### src/rtl/noc_fc_pkg.sv
// ---------------------------------------------------------------------------
// noc_fc_pkg
// Shared types and defaults for the NoC flow-control slice. The VC
// scheduler, the flow-control stage and the link block all use it.
//
// Contents:
//   DEFAULT_*     default sizing of the router build
//   vc_id_t       virtual-channel identifier
//   credit_t      downstream credit counter
//   flit_t        flit as it travels between scheduler, flow control and link
//   lock_state_e  wormhole lock state of an output port
// ---------------------------------------------------------------------------
package noc_fc_pkg;

  localparam int DEFAULT_VC_NUM       = 4;
  localparam int DEFAULT_DATA_WIDTH   = 64;
  localparam int DEFAULT_CREDIT_WIDTH = 4;
  localparam int DEFAULT_MAX_CREDIT   = 8;
  localparam int VC_ID_WIDTH          = $clog2(DEFAULT_VC_NUM);

  typedef logic [VC_ID_WIDTH-1:0]          vc_id_t;
  typedef logic [DEFAULT_CREDIT_WIDTH-1:0] credit_t;

  typedef struct packed {
    logic [DEFAULT_DATA_WIDTH-1:0] data;
    vc_id_t                        vc;
    logic                          last;
  } flit_t;

  // A port is either free for arbitration or held by one VC until that VC's
  // tail flit has been accepted.
  typedef enum logic {
    LOCK_IDLE = 1'b0,
    LOCK_HELD = 1'b1
  } lock_state_e;

  // Successor of a VC id; it wraps naturally because the VC count is a
  // power of two.
  function automatic vc_id_t next_vc(input vc_id_t v);
    return v + vc_id_t'(1);
  endfunction

endpackage

### src/rtl/noc_rr_arbiter.sv
// ---------------------------------------------------------------------------
// noc_rr_arbiter
// N-way round-robin arbiter that can be locked to one requester. The
// switch allocator reuses it.
//
// Ports:
//   i_enable   arbitration allowed this cycle (no grant when low)
//   i_req      request vector, one bit per requester
//   i_ptr      highest-priority requester; the search goes upward from here
//   i_locked   only i_lock_id may be granted
//   i_lock_id  requester that holds the lock
//   o_grant    one-hot grant, or zero
// ---------------------------------------------------------------------------
module noc_rr_arbiter #(
  parameter  int N   = 4,
  localparam int IDW = (N > 1) ? $clog2(N) : 1
) (
  input  logic           i_enable,
  input  logic [N-1:0]   i_req,
  input  logic [IDW-1:0] i_ptr,
  input  logic           i_locked,
  input  logic [IDW-1:0] i_lock_id,
  output logic [N-1:0]   o_grant
);

  logic [IDW-1:0] w_idx;
  logic           w_found;

  // While the lock is held, only the lock owner can win, and only if it is
  // requesting. The other requesters wait even when the link is idle.
  // When the lock is free, the search goes upward from the pointer. The index
  // sum overflows back to zero because N is a power of two, so the wrap
  // needs no explicit modulo.
  always_comb begin
    o_grant = '0;
    w_idx   = '0;
    w_found = 1'b0;
    if (i_enable) begin
      if (i_locked) begin
        if (i_req[i_lock_id]) begin
          o_grant[i_lock_id] = 1'b1;
        end
      end else begin
        for (int k = 0; k < N; k++) begin
          w_idx = i_ptr + IDW'(k);
          if (!w_found && i_req[w_idx]) begin
            o_grant[w_idx] = 1'b1;
            w_found        = 1'b1;
          end
        end
      end
    end
  end

endmodule

### src/rtl/noc_vc_credit_scheduler.sv
// ---------------------------------------------------------------------------
// noc_vc_credit_scheduler
// Per-output-port VC scheduler. VC_NUM input VC queues share one output
// link under round-robin arbitration. A flit goes out only when its VC
// holds a downstream credit. A wormhole packet keeps the link until its
// tail flit has been accepted.
//
// Ports:
//   clk, rst_n      clock; synchronous active-low reset
//   vc_valid        flit pending, per VC
//   vc_data         flit payload per VC, VC v at [v*DATA_WIDTH +: DATA_WIDTH]
//   vc_last         pending flit is the packet tail, per VC
//   vc_ready        one-hot (or zero) accept strobe back to the VC buffers
//   out_valid/data/vc/last  registered output flit
//   out_ready       link accepts the output flit
//   credit_return   downstream freed one buffer, per VC
//   credit_count    live credit counters, VC v at [v*CREDIT_WIDTH +: CREDIT_WIDTH]
//   credit_err      sticky: a credit came back to a counter that was already full
// ---------------------------------------------------------------------------
module noc_vc_credit_scheduler
  import noc_fc_pkg::*;
#(
  parameter  int VC_NUM       = DEFAULT_VC_NUM,
  parameter  int DATA_WIDTH   = DEFAULT_DATA_WIDTH,
  parameter  int CREDIT_WIDTH = DEFAULT_CREDIT_WIDTH,
  parameter  int MAX_CREDIT   = DEFAULT_MAX_CREDIT,
  localparam int VCW          = $clog2(VC_NUM)
) (
  input  logic                           clk,
  input  logic                           rst_n,
  input  logic [VC_NUM-1:0]              vc_valid,
  input  logic [VC_NUM*DATA_WIDTH-1:0]   vc_data,
  input  logic [VC_NUM-1:0]              vc_last,
  output logic [VC_NUM-1:0]              vc_ready,
  output logic                           out_valid,
  output logic [DATA_WIDTH-1:0]          out_data,
  output logic [VCW-1:0]                 out_vc,
  output logic                           out_last,
  input  logic                           out_ready,
  input  logic [VC_NUM-1:0]              credit_return,
  output logic [VC_NUM*CREDIT_WIDTH-1:0] credit_count,
  output logic                           credit_err
);

  localparam logic [CREDIT_WIDTH-1:0] CREDIT_MAX = CREDIT_WIDTH'(MAX_CREDIT);
  localparam logic [CREDIT_WIDTH-1:0] CREDIT_ONE = CREDIT_WIDTH'(1);

  logic [CREDIT_WIDTH-1:0] r_credit [VC_NUM];
  logic [VCW-1:0]          r_ptr;
  logic [VCW-1:0]          r_lock_vc;
  lock_state_e             r_lock_state;
  logic                    r_out_valid;
  logic [DATA_WIDTH-1:0]   r_out_data;
  logic [VCW-1:0]          r_out_vc;
  logic                    r_out_last;
  logic                    r_credit_err;

  logic                    w_slot_free;
  logic                    w_arb_enable;
  logic [VC_NUM-1:0]       w_elig;
  logic [VC_NUM-1:0]       w_grant;
  logic                    w_accept;
  logic [VCW-1:0]          w_acc_vc;
  logic [DATA_WIDTH-1:0]   w_acc_data;
  logic                    w_acc_last;

  // A VC may compete only when it has a flit and at least one downstream
  // buffer is free for it.
  always_comb begin
    w_elig = '0;
    for (int v = 0; v < VC_NUM; v++) begin
      w_elig[v] = vc_valid[v] && (r_credit[v] != '0);
    end
  end

  // The output register can take a new flit when it is empty or is being
  // drained this cycle. Arbitration is disabled while reset is held, so the
  // VC buffers never see a ready strobe during reset.
  assign w_slot_free  = !r_out_valid || out_ready;
  assign w_arb_enable = w_slot_free && rst_n;

  noc_rr_arbiter #(
    .N (VC_NUM)
  ) u_arb (
    .i_enable  (w_arb_enable),
    .i_req     (w_elig),
    .i_ptr     (r_ptr),
    .i_locked  (r_lock_state == LOCK_HELD),
    .i_lock_id (r_lock_vc),
    .o_grant   (w_grant)
  );

  // A grant goes only to an eligible VC, which is already valid, so every
  // grant is an accept.
  assign vc_ready = w_grant;
  assign w_accept = |w_grant;

  // Select the id, payload and tail bit of the granted VC. The grant is
  // one-hot, so at most one branch fires.
  always_comb begin
    w_acc_vc   = '0;
    w_acc_data = '0;
    w_acc_last = 1'b0;
    for (int v = 0; v < VC_NUM; v++) begin
      if (w_grant[v]) begin
        w_acc_vc   = VCW'(v);
        w_acc_data = vc_data[v*DATA_WIDTH +: DATA_WIDTH];
        w_acc_last = vc_last[v];
      end
    end
  end

  // Output register. A new accept overwrites the slot; this is legal because
  // an accept happens only when the slot is empty or being drained. A stalled
  // flit (valid with no ready) holds every field. On reset the in-flight
  // flit is discarded.
  always_ff @(posedge clk) begin
    if (!rst_n) begin
      r_out_valid <= 1'b0;
      r_out_data  <= '0;
      r_out_vc    <= '0;
      r_out_last  <= 1'b0;
    end else if (w_accept) begin
      r_out_valid <= 1'b1;
      r_out_data  <= w_acc_data;
      r_out_vc    <= w_acc_vc;
      r_out_last  <= w_acc_last;
    end else if (out_ready) begin
      r_out_valid <= 1'b0;
    end
  end

  // Round-robin pointer and wormhole lock. The pointer advances only past
  // a VC whose packet has completed, and a body flit locks the port to its
  // VC. A single-flit packet advances the pointer and never takes the lock.
  always_ff @(posedge clk) begin
    if (!rst_n) begin
      r_ptr        <= '0;
      r_lock_vc    <= '0;
      r_lock_state <= LOCK_IDLE;
    end else if (w_accept) begin
      if (w_acc_last) begin
        r_ptr        <= w_acc_vc + VCW'(1);
        r_lock_state <= LOCK_IDLE;
      end else begin
        r_lock_vc    <= w_acc_vc;
        r_lock_state <= LOCK_HELD;
      end
    end
  end

  // Credit counters. When an accept and a returned credit coincide, they
  // cancel. A credit returned to a full counter means the downstream side
  // lost count. The counter saturates and the sticky error flag is raised.
  always_ff @(posedge clk) begin
    if (!rst_n) begin
      for (int v = 0; v < VC_NUM; v++) begin
        r_credit[v] <= CREDIT_MAX;
      end
      r_credit_err <= 1'b0;
    end else begin
      for (int v = 0; v < VC_NUM; v++) begin
        case ({w_grant[v], credit_return[v]})
          2'b10: r_credit[v] <= r_credit[v] - CREDIT_ONE;
          2'b01: begin
            if (r_credit[v] == CREDIT_MAX) begin
              r_credit_err <= 1'b1;
            end else begin
              r_credit[v] <= r_credit[v] + CREDIT_ONE;
            end
          end
          default: r_credit[v] <= r_credit[v];
        endcase
      end
    end
  end

  // Pack the counters into the flat status vector.
  always_comb begin
    credit_count = '0;
    for (int v = 0; v < VC_NUM; v++) begin
      credit_count[v*CREDIT_WIDTH +: CREDIT_WIDTH] = r_credit[v];
    end
  end

  assign out_valid  = r_out_valid;
  assign out_data   = r_out_data;
  assign out_vc     = r_out_vc;
  assign out_last   = r_out_last;
  assign credit_err = r_credit_err;

endmodule

### config.mk
export PLATFORM = sky130hd
export DESIGN_NAME = noc_vc_credit_scheduler
export DESIGN_NICKNAME = d
export VERILOG_FILES = /design/src/rtl/noc_fc_pkg.sv /design/src/rtl/noc_rr_arbiter.sv /design/src/rtl/noc_vc_credit_scheduler.sv
export SDC_FILE = /design/constraint.sdc
export NUM_CORES = 1
export LEC_CHECK = 0
export BUFFER_PORTS_ARGS = -buffer_cell sky130_fd_sc_hd__buf_4
export CORE_AREA = 2 2 138 140
export DETAILED_ROUTE_END_ITERATION = 10
export DIE_AREA = 0 0 140 142
export GPL_TIMING_DRIVEN = 0
export PLACE_DENSITY_LB_ADDON = 0.08
export RECOVER_POWER = 50
export SYNTH_ARGS = -nofsm -noshare
export SYNTH_HDL_FRONTEND = slang
export SYNTH_SLANG_ARGS = --single-unit
export TNS_END_PERCENT = 30
### constraint.sdc
create_clock -name clk -period 5.29 [get_ports clk]
set_input_delay 0.7935 -clock clk [delete_from_list [all_inputs] [get_ports clk]]
set_output_delay 0.7935 -clock clk [all_outputs]
set_load 0.03 [all_outputs]
==> metrics.md <==
| Metric | Value |
|---|---|
| Area share of the largest cell type after synthesis | `between 20% and 30%` |
| Leak | `about 3.6 nW` |
| DIE HEIGHT | `between 100 and 150 µm` |
| Number of detailed-route iterations in the first pass | `8` |
| Final setup violating endpoints | `0` |
| Synthesis-to-finish area growth | `49.1%` |
| Cell mode on critical path | `inv_1` |
| Peak VDD IR | `~210 µV` |
| Layout Utilization | `between 40 and 50%` |
| Initial DRC count | `approximately 570` |
| Yosys cell types | `64` |
| CTS tree | `built` |
| Largest stage delay on the critical path | `1.51 ns` |
| Status | `complete, but fails checks` |
| Synth async-reset ratio | `0%` |
| Reg2reg setup slack | `approximately 0.34 ns` |
| HP Class | `reg -> reg` |
| Via density | `5.52` |
| TritonCTS buffer count | `9` |
| Core Box Area | `about 18000 µm²` |
| Vias in the first global route | `around 7500` |
| Nets@finish | `about 1400` |
| MaxCap Viol Count | `1` |
| Via count | `approximately 7600` |
| Clk_lat worst skew | `around 0.36 ns` |
| Worst EP required | `5.57 ns` |
| Critical path launch point type | `flip-flop` |
| Initial Util | `32.8%` |
| DRC Markers | `15` |
| Rel. slew slack | `-30.8%` |
| Clock Sinks | `90` |
| Crit-path leading delay family | `simple AND/OR/NAND/NOR gates` |
| Post-synth EDFFs | `16` |
| Hpwl dp | `between 20000 and 25000 µm` |
| Buffers on Ports | `roughly 360` |
| Worst path cell trace | `inv_1, ha_1, or3b_1, a32oi_2, and2_1, a21oi_1, o31ai_4, inv_1, nor3_1, buf_6, nand2_1, a31oi_1` |
| Final Hold Viols | `0` |
| Root buf cell | `clkbuf_16` |
| Worst path arrival time | `~5.2 ns` |
| Share of cells above drive strength 1 | `28.0%` |
| Slew Viols, Final | `11` |
| Syn Inst Count | `between 700 and 800` |
| Worst Max-Slew Pin Slew | `between 1.5 and 2 ns` |
| Post-synthesis sequential area ratio | `32.4%` |
| Placed instance area | `between 9000 and 10000 µm²` |
| Initial antenna violation count | `0` |
| Cell Pwr Density | `slightly below 600 nW/µm²` |
| Unrepaired setup endpoints after global routing | `no` |
| GPL Wtd Cong | `roughly 0.9` |
| Kind of critical path | `reg -> reg` |
| Largest area contributor in the netlist | `dfxtp_1` |
| Largest net degree at the start of global routing | `17` |
| I/O pin total | `360` |
| Detail Route Antenna Nets | `0` |
| Buffers & Inverters on Critical Path | `3` |
| Grt total ovfl | `0` |
| Synth top area cells | `dfxtp_1 (24%), o2bb2ai_1 (9.3%), edfxtp_1 (7.9%), a21oi_1 (7.3%), a31oi_1 (7.0%)` |
| Die area | `slightly below 20000 µm²` |
| Syn_nets | `~1100` |
| Failing checks | `DRC, capacitance limit, slew limit` |
| Clock transition at path regs | `~0.070 ns` |
| Clock Path Buffers | `2` |
| Design Area, Final | `between 9000 and 10000 µm²` |
| H-tree lvl count | `3` |
| Primary FF master, synth | `dfxtp_1` |
| Fin crit share | `around 94%` |
| Skew final | `roughly 0.012 ns` |
| Crit-path slowest cell | `nor3_1` |
| Final Critical Period | `around 4.9 ns` |
| Horiz. Die Dim | `140 µm` |
| Post-synth top cells | `a21oi_1 (88), nand2_1 (88), dfxtp_1 (74)` |
| #FFs+latches synth | `90` |
| Post-CTS Hold Buffers | `0` |
| GRT Total Usage | `a little over a quarter` |
| Synth Cell Area | `~6100 µm²` |
| Filler Cells Inserted | `~2000` |
| Syn Area/Cell | `~7.8 µm²` |
| Max Fanout on Critical Path | `10` |
| Drt wl/cell | `about 21 µm` |
| Global-route wire length before repair | `between 40000 and 50000 µm` |
| CP endpoint kind | `flip-flop` |
| DRT Wirelength | `around 28000 µm` |
| Row count | `50` |
| Syn. warnings | `0` |
| Max Freq | `202 MHz` |
| N_diodes | `0` |
-- metal layers --
layer | track usage (%) | wire length [µm] | vias up
met1 | 34.7 | 11600 | 3606
met4 | 7.76 | 710 | 0
li1 | - | - | 3659
met5 | 0 | 0 | -
met2 | 46.7 | 13900 | 309
met3 | 6.80 | 2050 | 43
-- cells by family (layout without fill, tap and decap cells) --
group	Yosys count	after routing	share of synthesized area [%]
xor gates and xnor gates	7	7	1.01
adders and majority gates	26	26	5.74
and+or+nand+nor	221	221	17.1
buffers and inverters	87	460	6.40
AOI/OAI and AO/OA	343	343	37.4
DFF	90	90	32.4
-- registers in the layout, summed over array words and instances (netlist names) --
register and flops:
r_ptr 2, out_last 1, r_lock_state 1, out_vc 2
credit_err 1, r_credit 16, out_valid 1, out_data 64
r_lock_vc 2
-- report_power, final --
part	switching (mW)	internal (mW)
sequential	0.223	1.00
clock	0.298	0.380
combinational	2.24	1.24
-- worst min-delay path, cell delays in order (launching register included) --
cell and delay [ns]:
dfxtp_1 0.31, nand2_1 0.05, a21oi_1 0.06
-- repair_timing --
action	4_1_cts	5_1_grt
resized for setup	4	6
setup buffers	1	0
pin swaps	1	1
setup endpoints to repair	18	12
-- cell usage in the layout (no fill, tap or decap), types with 23 or more instances in the layout --
master and count:
o2bb2ai_1 64, ha_1 23, nand2_1 88, a21oi_1 88
dfxtp_1 73, clkbuf_1 129, buf_4 276, nand3_1 73
a31oi_1 68, o21ai_0 72
-- metrics by stage --
stage                     setup WS, ns  cells  hold WS, ns  power [mW]  setup TNS (ns)
after global routing            0.0429   1381        0.488        5.79               0
after CTS                       0.0327   1382        0.465        5.60               0
after global placement          -0.758   1366        0.449        4.88           -4.39
final                            0.343   1381        0.462        5.39               0
after floorplan                  0.436    774        0.519        3.66               0
after detailed placement        -0.691   1366        0.456        4.90           -4.03
-- path summary, 6_finish.rpt --
path,startpoint,to,cells after the start
worst max-delay path,r_credit[3][0],out_data[48],12
worst min register to register,out_vc[0],out_vc[0],2
worst max register to register,r_credit[3][0],out_data[48],12
worst min-delay path,out_vc[0],out_vc[0],2
-- final cells by class --
cell class	instances	area (µm²)	share of cell area, %
Buffer	67	317	3.50
Sequential cell	90	1960	21.7
Tap cell	234	293	3.24
Clock inverter	4	51.3	0.568
Multi-Input combinational cell	597	3720	41.1
Inverter	18	70.1	0.776
Clock buffer	12	246	2.73
Timing Repair Buffer	359	2380	26.3
Note: power is estimated with default switching activity, not from simulation.
